File: config.mk
export PLATFORM = sky130hd
export DESIGN_NAME = step_pulse_generator
export DESIGN_NICKNAME = d
export VERILOG_FILES = /design/src/rtl/step_gen_pkg.sv /design/src/rtl/step_interval_timer.sv /design/src/rtl/step_pulse_generator.sv
export SDC_FILE = /design/constraint.sdc
export NUM_CORES = 1
export LEC_CHECK = 0
export ABC_AREA = 1
export CAP_MARGIN = 15
export CORE_MARGIN = 8
export CORE_UTILIZATION = 55
export CTS_CLUSTER_DIAMETER = 200
export CTS_CLUSTER_SIZE = 30
export DETAILED_ROUTE_END_ITERATION = 8
export PLACE_DENSITY = 0.77
export SLEW_MARGIN = 20
export SYNTH_ARGS = -nofsm -noshare
export SYNTH_HDL_FRONTEND = slang
export SYNTH_SLANG_ARGS = --single-unit
File: constraint.sdc
create_clock -name clk -period 3.4 [get_ports clk]
set_input_delay 0.68 -clock clk [delete_from_list [all_inputs] [get_ports clk]]
set_output_delay 0.68 -clock clk [all_outputs]
set_load 0.03 [all_outputs]
File: src/rtl/step_gen_pkg.sv
// Shared state encoding and default timing constants for the STEP/DIR pulse generator.
package step_gen_pkg;

  typedef enum logic [1:0] {
    ST_IDLE  = 2'd0,
    ST_SETUP = 2'd1,
    ST_HIGH  = 2'd2,
    ST_LOW   = 2'd3
  } step_state_t;

  // Defaults give 5 us STEP high/low and 2 us DIR setup at 100 MHz.
  localparam int unsigned DEF_PULSE_HIGH_CYCLES = 500;
  localparam int unsigned DEF_PULSE_LOW_CYCLES  = 500;
  localparam int unsigned DEF_DIR_SETUP_CYCLES  = 200;
  localparam int unsigned DEF_CNT_WIDTH         = 16;
  localparam int unsigned DEF_POS_WIDTH         = 32;

endpackage

File: src/rtl/step_interval_timer.sv
// Loadable down-counter shared by the DIR-setup, STEP-high and STEP-low intervals.
module step_interval_timer #(
  parameter int unsigned CNT_WIDTH = 16
) (
  input  logic                 clk,
  input  logic                 rst,
  input  logic                 load,
  input  logic [CNT_WIDTH-1:0] load_value,
  output logic                 expired_c
);

  logic [CNT_WIDTH-1:0] tmr;

  // Load takes priority; otherwise count down and park at zero.
  always_ff @(posedge clk) begin
    if (rst) begin
      tmr <= '0;
    end else if (load) begin
      tmr <= load_value;
    end else if (tmr != '0) begin
      tmr <= tmr - CNT_WIDTH'(1);
    end
  end

  // An interval of N cycles is loaded as N-1 and ends on the cycle it reads zero.
  assign expired_c = (tmr == '0);

endmodule

File: src/rtl/step_pulse_generator.sv
// Turns one-cycle step requests into STEP/DIR pin drive with guaranteed pulse
// widths and DIR setup time, and keeps a wrapping signed position count.
module step_pulse_generator
  import step_gen_pkg::*;
#(
  parameter int unsigned PULSE_HIGH_CYCLES = DEF_PULSE_HIGH_CYCLES,
  parameter int unsigned PULSE_LOW_CYCLES  = DEF_PULSE_LOW_CYCLES,
  parameter int unsigned DIR_SETUP_CYCLES  = DEF_DIR_SETUP_CYCLES,
  parameter int unsigned CNT_WIDTH         = DEF_CNT_WIDTH,
  parameter int unsigned POS_WIDTH         = DEF_POS_WIDTH
) (
  input  logic                 clk,
  input  logic                 rst,
  input  logic                 enable,
  input  logic                 step_req,
  input  logic                 step_dir,
  output logic                 step_ready,
  output logic                 step_out,
  output logic                 dir_out,
  output logic                 busy,
  output logic [POS_WIDTH-1:0] position,
  output logic                 overrun,
  input  logic                 clear_overrun
);

  localparam logic [CNT_WIDTH-1:0] HIGH_LOAD  = CNT_WIDTH'(PULSE_HIGH_CYCLES - 1);
  localparam logic [CNT_WIDTH-1:0] LOW_LOAD   = CNT_WIDTH'(PULSE_LOW_CYCLES - 1);
  localparam logic [CNT_WIDTH-1:0] SETUP_LOAD = CNT_WIDTH'(DIR_SETUP_CYCLES - 1);

  step_state_t          state;
  logic                 accept;
  logic                 tmr_load;
  logic [CNT_WIDTH-1:0] tmr_load_value;
  logic                 tmr_expired;

  assign accept = (state == ST_IDLE) && step_req && step_ready;

  step_interval_timer #(
    .CNT_WIDTH (CNT_WIDTH)
  ) u_timer (
    .clk        (clk),
    .rst        (rst),
    .load       (tmr_load),
    .load_value (tmr_load_value),
    .expired_c  (tmr_expired)
  );

  // Timer reload for the interval the FSM is about to enter.
  always_comb begin
    tmr_load       = 1'b0;
    tmr_load_value = '0;
    case (state)
      ST_IDLE: begin
        if (accept) begin
          tmr_load       = 1'b1;
          tmr_load_value = (step_dir != dir_out) ? SETUP_LOAD : HIGH_LOAD;
        end
      end
      ST_SETUP: begin
        if (tmr_expired) begin
          tmr_load       = 1'b1;
          tmr_load_value = HIGH_LOAD;
        end
      end
      ST_HIGH: begin
        if (tmr_expired) begin
          tmr_load       = 1'b1;
          tmr_load_value = LOW_LOAD;
        end
      end
      default: begin
        tmr_load       = 1'b0;
        tmr_load_value = '0;
      end
    endcase
  end

  // Pulse FSM with registered pin drive, handshake, position and sticky overrun.
  always_ff @(posedge clk) begin
    if (rst) begin
      state      <= ST_IDLE;
      step_out   <= 1'b0;
      dir_out    <= 1'b0;
      busy       <= 1'b0;
      position   <= '0;
      overrun    <= 1'b0;
      step_ready <= 1'b0;
    end else begin
      // A request that is not accepted is dropped; setting beats clearing.
      if (step_req && !step_ready) begin
        overrun <= 1'b1;
      end else if (clear_overrun) begin
        overrun <= 1'b0;
      end

      step_ready <= 1'b0;

      case (state)
        ST_IDLE: begin
          if (accept) begin
            busy <= 1'b1;
            if (step_dir != dir_out) begin
              dir_out <= step_dir;
              state   <= ST_SETUP;
            end else begin
              step_out <= 1'b1;
              state    <= ST_HIGH;
            end
          end else begin
            step_ready <= enable;
          end
        end
        ST_SETUP: begin
          if (tmr_expired) begin
            step_out <= 1'b1;
            state    <= ST_HIGH;
          end
        end
        ST_HIGH: begin
          if (tmr_expired) begin
            step_out <= 1'b0;
            position <= dir_out ? position + POS_WIDTH'(1) : position - POS_WIDTH'(1);
            state    <= ST_LOW;
          end
        end
        ST_LOW: begin
          if (tmr_expired) begin
            busy  <= 1'b0;
            state <= ST_IDLE;
          end
        end
        default: begin
          busy  <= 1'b0;
          state <= ST_IDLE;
        end
      endcase
    end
  end

endmodule

==> flow_summary.yaml, run 1 <==
synthesis:
  syn_avg_cell_area_um2: 5.82
  syn_inst: 835
  synthDistinctLibCells: 34
  ys_seq_elements: 55
  synth_area_um2: 4860
  yosys_most_used_dff: "dfxtp_1"
  async_flop_share: 0
  synth_enable_flop_cells: 0
  yosysWarnings: 0
  mappedNetlistNets: 879
  synth_top_area_share: 0.227
  synth_area_leaders: "dfxtp_1 (23%), nand2_1 (22%), inv_1 (13%)"
  yosysTopAreaCell: "dfxtp_1"
  ys_seq_area_frac: 0.227
global_routing:
  grtUsageMet3: 0.0424
  grt_use_total: 0.219
  busiest_layer: "met2"
  first_global_vias: 4794
  grt_max_degree: 35
  grt_pass1_wl_um: 21600
  grt_use_met2: 0.363
  antenna_found_initial: 0
  grt-ovfl-total: 0
  grt.met1_usage: 0.272
sta:
  tightest_slew_ns: 0.886
  fin_crit_sh: 0.820
  fmax_mhz: 359
  rsz0062_at_grt: "no"
  drv_slew: 0
  tns_ns: 0
  finalClockSkew_ns: 0.00786
  hold_viol_final: 0
  fin_crit_ns: 2.79
  setup_viol: 0
  slew_headroom: 0.409
worst_setup_path:
  cp_data_required_time_ns: 3.63
  regToRegSetupSlack_ns: 0.61
  start_kind: "flop"
  regToRegEndpoint: "position[29]"
  cp.arrival_ns: 3.01
  crit_start: "dir_out"
  rr_worst_depth: 15
  endpoint_kind: "flop"
  criticalPathCategory: "reg -> reg"
  crit_path_max_fanout: 22
  reg2reg_from: "dir_out"
floorplan:
  std_cell_rows: 34
  ios: 43
  start_util: 0.563
  die_h_um: 110
  coreArea_um2: 8640
  fp.dieArea_um2: 12100
  die_x_um: 110
cts:
  post_cts_buffers: 0
  cts_buffers: 5
  clock_sinks: 55
  cts_root_buffer: "clkbuf_8"
  htreeDepth: 2
  clockBufferDepth: 2
  clk_pin_slew_ns: 0.10
  cts_hold_buf: 0
  post_cts_resized: 0
  clk_latency_ns: 0.32
  cts_tree: "yes"
placed_design:
  portBuffers: 42
  gp_congestion: 0.939
  dp_hpwl_um: 10100
drt:
  firstDrtPassIters: 5
  drt-total-wl_um: 12700
  drt_iter0_drc: 265
  wire_per_inst_um: 12.9
  route.detailed.drc: 0
  ant_nets: 0
  vias: 5028
  avgViaCountPerCell: 5.11
layout:
  area_delta_synth_final_pct: 12.5
  diodes: 0
  drive_gt1_frac: 0.0217
  nFillCells: 866
  fin_nets: 919
power:
  p_leak_uw: 0.00312
  p_total_uw: 4060
  ir_drop_v: 0.000532
  p_per_area_nw_per_um2: 743
worst_hold_path:
  holdPathEnd: "step_out"
  hp-class: "reg -> reg"
  worstHoldStart: "step_out"
  hold_path_depth: 2
run_status:
  status: "finished clean"
flow_run:
  cap_violations: 0
per-stage QoR:
stage          hold slack [ns]  utilization  instances  worst slack (ns)  area, um2
4_1_cts                  0.466        0.633        984             0.612       5470
3_3_place_gp             0.452        0.623        976             0.725       5380
6_report                 0.463        0.633        984             0.613       5470
2_1_floorplan            0.463            -        835             0.900       4860
3_5_place_dp             0.444        0.623        976             0.648       5380
5_1_grt                  0.500        0.633        984             0.384       5470
final cells by class:
type | count | area, um2 | area share
clock inverters | 2 | 16.3 | 0.00298
flip-flops and latches | 55 | 1100 | 0.201
repair buffers | 46 | 463 | 0.0847
clock buffers | 6 | 72.6 | 0.0133
multi-input cells | 600 | 3050 | 0.558
well taps | 108 | 135 | 0.0247
inverters | 167 | 627 | 0.115
layer usage:
layer / up-vias / part of all wire
li1: 2637 / -
met5: - / 0
met1: 2210 / 0.46
met2: 151 / 0.45
met3: 30 / 0.060
met4: 0 / 0.030
how the worst max path moves through the flow:
| stage | slack, ns | to |
|---|---|---|
| after global routing | 0.38 | position[25] |
| after detailed placement | 0.65 | position[20] |
| after CTS | 0.61 | position[20] |
| after floorplan | 0.90 | position[23] |
| final | 0.61 | position[29] |
| after global placement | 0.73 | position[20] |
where the power goes:
group	internal [uW]	leakage (uW)	switching, uW	total, uW
Clock	149	0.0000418	238	387
Sequential	775	0.000447	108	883
Combinational	965	0.00263	1830	2790
cell usage after synthesis, types with 2 or more instances:
cell	number
a211oi_1	2
a21oi_1	36
a31oi_1	2
buf_2	4
buf_6	4
clkbuf_1	5
dfxtp_1	55
ha_1	37
inv_1	164
inv_2	2
nand2_1	283
nand2_2	2
nand3_1	55
nand4_1	4
nor2_1	83
nor2_2	3
nor3_1	4
nor4_1	4
o211ai_1	3
o21a_1	15
o21ai_0	21
o21ai_1	3
o21bai_1	6
xnor2_1	12
xor2_1	17
flip-flops by register name, summed over array words and instances, names as in the netlist:
name         count
position        32
u_timer.tmr     16
state            2
busy             1
dir_out          1
overrun          1
step_out         1
step_ready       1
cell families (layout without fill, tap and decap cells):
family	count (synthesis)	in the layout	share of synthesized area
adders and majority gates	38	38	0.0994
DFF	55	55	0.227
and+or+nand+nor	442	442	0.366
xor gates and xnor gates	29	29	0.0523
AOI/OAI and AO/OA	91	91	0.109
buffers and inverters	180	221	0.146
placed cells by master, fill, tap and decap left out, drive strengths merged:
master | synthesis | routed
a211oi | 2 | 2
a21boi | 1 | 1
a21o | 1 | 1
a21oi | 36 | 36
a31oi | 2 | 2
and2 | 1 | 1
and3 | 1 | 1
buf | 8 | 4
clkbuf | 5 | 6
clkdlybuf4s50 | 0 | 42
clkinv | 1 | 1
clkinvlp | 0 | 1
dfxtp | 55 | 55
fa | 1 | 1
ha | 37 | 37
inv | 166 | 167
nand2 | 285 | 285
nand3 | 55 | 55
nand3b | 1 | 1
nand4 | 4 | 4
nor2 | 86 | 86
nor3 | 5 | 5
nor4 | 4 | 4
o211ai | 3 | 3
o21a | 15 | 15
o21ai | 24 | 24
o21bai | 6 | 6
o22ai | 1 | 1
xnor2 | 12 | 12
xor2 | 17 | 17
worst max-delay path: stages, from the launching register on:
cell	delay, ns
dfxtp_1	0.40
inv_1	0.67
buf_4	0.32
ha_1	0.32
nand2_1	0.15
inv_1	0.07
nand2_1	0.07
nand2_1	0.07
nand2_1	0.06
nand2_1	0.06
a21oi_1	0.20
nand2_1	0.09
nand2_1	0.06
nand3_1	0.06
nand2_1	0.06
inv_1	0.03
Power figures use the tool's default switching activity.
==> run 2: changes to the inputs <==
CORE_UTILIZATION = 53   (was 55)
clock period = 2.5 ns   (was 3.4 ns; I/O delays follow)
==> run 2 against run 1 <==
  * Highest routed layer unchanged
  * Largest cell class unchanged
  * Largest power group unchanged
  * Non-clock buffer count up 2
  * Fmax rose by 25%
  * Wire length decreased by 0.22%
==> flow_summary.yaml, run 2 (synthesized netlist as in run 1, its figures left out) <==
run_status:
  status: "finished clean"
cts:
  htreeDepth: 2
  clk_latency_ns: 0.32
  clk_pin_slew_ns: 0.12
  cts_hold_buf: 0
  post_cts_resized: 0
  cts_buffers: 5
  cts_root_buffer: "clkbuf_8"
  clock_sinks: 55
  cts_tree: "yes"
  clockBufferDepth: 2
  post_cts_buffers: 0
sta:
  fin_crit_ns: 2.23
  fin_crit_sh: 0.891
  fmax_mhz: 449
  drv_slew: 0
  finalClockSkew_ns: 0.00884
  hold_viol_final: 0
  tns_ns: 0
  slew_headroom: 0.707
  whs_ns: 0.460
  tightest_slew_ns: 0.435
  setup_viol: 0
  rsz0062_at_grt: "no"
worst_setup_path:
  endpoint_kind: "flop"
  rr_worst_depth: 12
  regToRegEndpoint: "position[26]"
  cp_cell_sequence: "inv_1, buf_4, ha_1, nand2_1, nor2_1, nand2_1, nor2_1, nand2_1, nand4_1, nand3_1, nand2_1, inv_1"
  cp_data_required_time_ns: 2.73
  cp.arrival_ns: 2.45
  cp_common_cell: "nand2_1"
  criticalPathCategory: "reg -> reg"
  start_kind: "flop"
  max_stage_delay_ns: 0.42
  critPathSlowestCell: "ha_1"
  crit_path_max_fanout: 22
  regToRegSetupSlack_ns: 0.27
  reg2reg_from: "dir_out"
layout:
  max_flop_register: "position"
  fin_cells: 989
  fin_util: 0.607
  diodes: 0
  area_delta_synth_final_pct: 13.2
  drive_gt1_frac: 0.0251
  final_common_cell: "nand2_1"
  nFillCells: 920
  fin_nets: 921
  reg_top3: "position x32, u_timer.tmr x16, state x2"
  final_cell_mix: "nand2_1 (283), inv_1 (164), nor2_1 (83), nand3_1 (55), dfxtp_1 (55)"
  largest_reg_flops: 32
floorplan:
  std_cell_rows: 35
  start_util: 0.536
  fp.dieArea_um2: 12500
  coreArea_um2: 9060
  die_h_um: 112
  ios: 43
  die_x_um: 112
placed_design:
  placedCellCount: 981
  dp_hpwl_um: 10000
  portBuffers: 42
  gp_congestion: 0.960
drt:
  route.detailed.drc: 0
  drt_iter0_drc: 214
  vias: 4973
  drt-total-wl_um: 12700
  avgViaCountPerCell: 5.03
  ant_nets: 0
  firstDrtPassIters: 5
  wire_per_inst_um: 12.9
power:
  p_leak_uw: 0.00314
  p_total_uw: 5570
  ir_drop_v: 0.000598
  p_per_area_nw_per_um2: 1010
global_routing:
  grt_use_total: 0.205
  grt-ovfl-total: 0
  antenna_found_initial: 0
  grt_pass1_wl_um: 21600
  grt_max_degree: 59
  first_global_vias: 4776
flow_run:
  cap_violations: 0
worst_hold_path:
  holdPathEnd: "step_out"
  hp-class: "reg -> reg"
  worstHoldStart: "step_out"
  hold_path_depth: 2
## run 2: layer usage
metal	vias to the layer above	GRT usage	part of all wire
li1	2643	-	-
met1	2224	0.246	0.46
met2	92	0.368	0.48
met3	14	0.0330	0.043
met4	0	0.0556	0.015
met5	-	0	0
## run 2: stage by stage
step | setup slack [ns] | cell area, um2
6_report | 0.272 | 5500
5_1_grt | 0.0187 | 5500
4_1_cts | 0.272 | 5500
3_5_place_dp | 0.248 | 5400
3_3_place_gp | 0.284 | 5400
2_1_floorplan | 0.000196 | 4860
## run 2: worst max-delay path, delay by kind of cell (launching register included)
kind / cells / cell delay, ns
fa+ha+maj: 1 / 0.42
buf+inv: 3 / 0.33
flops: 1 / 0.41
simple gates: 8 / 0.97
## run 2: final cells by class
| cell class | count | area, um2 | share of cell area |
|---|---|---|---|
| clock buffer | 6 | 82.6 | 0.0150 |
| clock inverter | 2 | 20.0 | 0.00364 |
| inverter | 167 | 627 | 0.114 |
| multi-input combinational | 600 | 3050 | 0.555 |
| sequential | 55 | 1100 | 0.200 |
| tap | 111 | 139 | 0.0253 |
| timing repair buffer | 48 | 478 | 0.0869 |
## run 2: report_power, final
group / switching (uW) / total (uW) / internal [uW]
logic: 2470 / 3790 / 1320
clock network: 343 / 578 / 235
registers: 150 / 1200 / 1050
## run 2: worst max path at each step
stage | cells past startpoint | start | slack [ns] | endpoint
after CTS | 13 | dir_out | 0.27 | position[20]
after global routing | 13 | dir_out | 0.02 | position[20]
after global placement | 9 | step_req | 0.28 | u_timer.tmr[12]
after floorplan | 13 | dir_out | 0.0002 | position[23]
after detailed placement | 9 | step_req | 0.25 | u_timer.tmr[13]
final | 12 | dir_out | 0.27 | position[26]
==> run 3: changes to the inputs <==
==> constraint.sdc (replaced) <==
create_clock -name clk -period 2.5 [get_ports clk]
set_input_delay 0.625 -clock clk [delete_from_list [all_inputs] [get_ports clk]]
set_output_delay 0.625 -clock clk [all_outputs]
set_load 0.03 [all_outputs]
==> run 3 against run 2 <==
  * Worst hold slack worse by 0.0088 ns
  * Combinational power hardly changed
  * Non-clock buffer count is 1 lower
  * Sequential cell count stayed put
  * Cell count is 0.10% lower
  * Clock skew is 0.0018 ns lower
  * Setup slack worse by 0.063 ns
  * First-iteration DRC count is 20% higher
  * Clock-buffer cell count is 1 lower
  * Critical path depth stayed put
  * Sequential power hardly changed
  * Global-route usage is 0.79 points lower
  * Critical path type unchanged
  * Critical endpoint is now position[27]
  * Largest cell class unchanged
  * Highest routed layer unchanged
==> flow_summary.yaml, run 3 (synthesized netlist as in run 1, its figures left out) <==
run_status:
  status: "finished clean"
floorplan:
  coreArea_um2: 9060
  start_util: 0.536
  std_cell_rows: 35
  die_x_um: 112
  ios: 43
  die_h_um: 112
  fp.dieArea_um2: 12500
worst_setup_path:
  cp.arrival_ns: 2.52
  cp_data_required_time_ns: 2.73
  start_kind: "flop"
  criticalPathCategory: "reg -> reg"
  endpoint_kind: "flop"
  crit_path_max_fanout: 31
layout:
  diodes: 0
  final_common_cell: "nand2_1"
  fin_cells: 988
  drive_gt1_frac: 0.0239
  fin_nets: 920
  reg_top3: "position x32, u_timer.tmr x16, state x2"
  final_cell_mix: "nand2_1 (283), inv_1 (164), nor2_1 (83), nand3_1 (55), dfxtp_1 (55)"
  max_flop_register: "position"
  largest_reg_flops: 32
  stdcell_area_um2: 5490
  fin_util: 0.606
  area_delta_synth_final_pct: 13.1
sta:
  tightest_slew_ns: 0.413
  fin_crit_sh: 0.916
  fin_crit_ns: 2.29
  setup_viol: 0
  finalClockSkew_ns: 0.00707
  slew_headroom: 0.722
  tns_ns: 0
  drv_slew: 0
  fmax_mhz: 436
  rsz0062_at_grt: "no"
  hold_viol_final: 0
power:
  p_total_uw: 5530
  p_leak_uw: 0.00313
  p_per_area_nw_per_um2: 1010
  ir_drop_v: 0.000602
cts:
  clk_latency_ns: 0.32
  post_cts_buffers: 0
  cts_buffers: 5
  htreeDepth: 2
  clockBufferDepth: 2
  cts_hold_buf: 0
  cts_tree: "yes"
  clock_sinks: 55
  clk_pin_slew_ns: 0.11
  post_cts_resized: 0
  cts_root_buffer: "clkbuf_8"
global_routing:
  grt_pass1_wl_um: 20800
  grt_max_degree: 59
  grt_use_met2: 0.349
  busiest_layer: "met2"
  grtUsageMet3: 0.0379
  grt-ovfl-total: 0
  antenna_found_initial: 0
  grt_use_total: 0.197
  grt.met1_usage: 0.230
  first_global_vias: 4708
flow_run:
  cap_violations: 0
placed_design:
  gp_congestion: 0.978
  place_area_um2: 5400
  dp_hpwl_um: 9560
  portBuffers: 42
  placedCellCount: 980
drt:
  avgViaCountPerCell: 5.06
  firstDrtPassIters: 5
  drt-total-wl_um: 12200
  drt_iter0_drc: 256
  route.detailed.drc: 0
  ant_nets: 0
  vias: 5002
  wire_per_inst_um: 12.4
worst_hold_path:
  hp-class: "reg -> reg"
==> run 3: cell count changes in the layout (fill, tap and decap cells not counted), sizes merged <==
cell,before,now
buf,6,5
clkbuf,6,5
inv,167,168
==> run 3: cell type report <==
| class | instances | area [um2] |
|---|---|---|
| clock buffers | 5 | 68.8 |
| clock inverters | 3 | 22.5 |
| fillers | 882 | 3570 |
| inverters | 167 | 627 |
| multi-input cells | 600 | 3050 |
| flip-flops and latches | 55 | 1100 |
| well taps | 111 | 139 |
| repair buffers | 47 | 483 |
==> run 3: final timing paths <==
check	to	from	slack, ns	cells after the start
hold / removal	step_out	step_out	0.45	2
hold reg to reg	step_out	step_out	0.45	2
setup / recovery	position[27]	dir_out	0.21	12
setup reg to reg	position[27]	dir_out	0.21	12
==> run 3: report_power, final <==
group	total [uW]	internal, uW	switching [uW]	leakage [uW]
combinational	3790	1320	2470	0.00264
clock	543	204	339	0.0000489
sequential	1190	1050	140	0.000447
==> run 3: layer usage <==
layer	up-vias	share of wire
met1	2230	0.45
li1	2639	-
met4	0	0.023
met3	23	0.052
met2	110	0.47
met5	-	0
==> run 3: metrics by stage <==
stage               worst slack (ns)  hold slack [ns]
floorplan                   0.000196            0.463
global placement               0.256            0.435
detailed placement             0.220            0.444
CTS                            0.250            0.460
global route                  0.0353            0.494
finish                         0.209            0.451
==> run 3: worst max-delay path, cell delays in order, from the launching register on <==
cell and delay [ns]:
dfxtp_1 0.35, inv_1 0.04, buf_4 0.24, ha_1 0.45, nor2_1 0.08, a21oi_1 0.25
nand3_1 0.12, nand3_1 0.22, nand2_1 0.14, nand3_1 0.11, nand3_1 0.07, nand2_1 0.07
inv_1 0.03
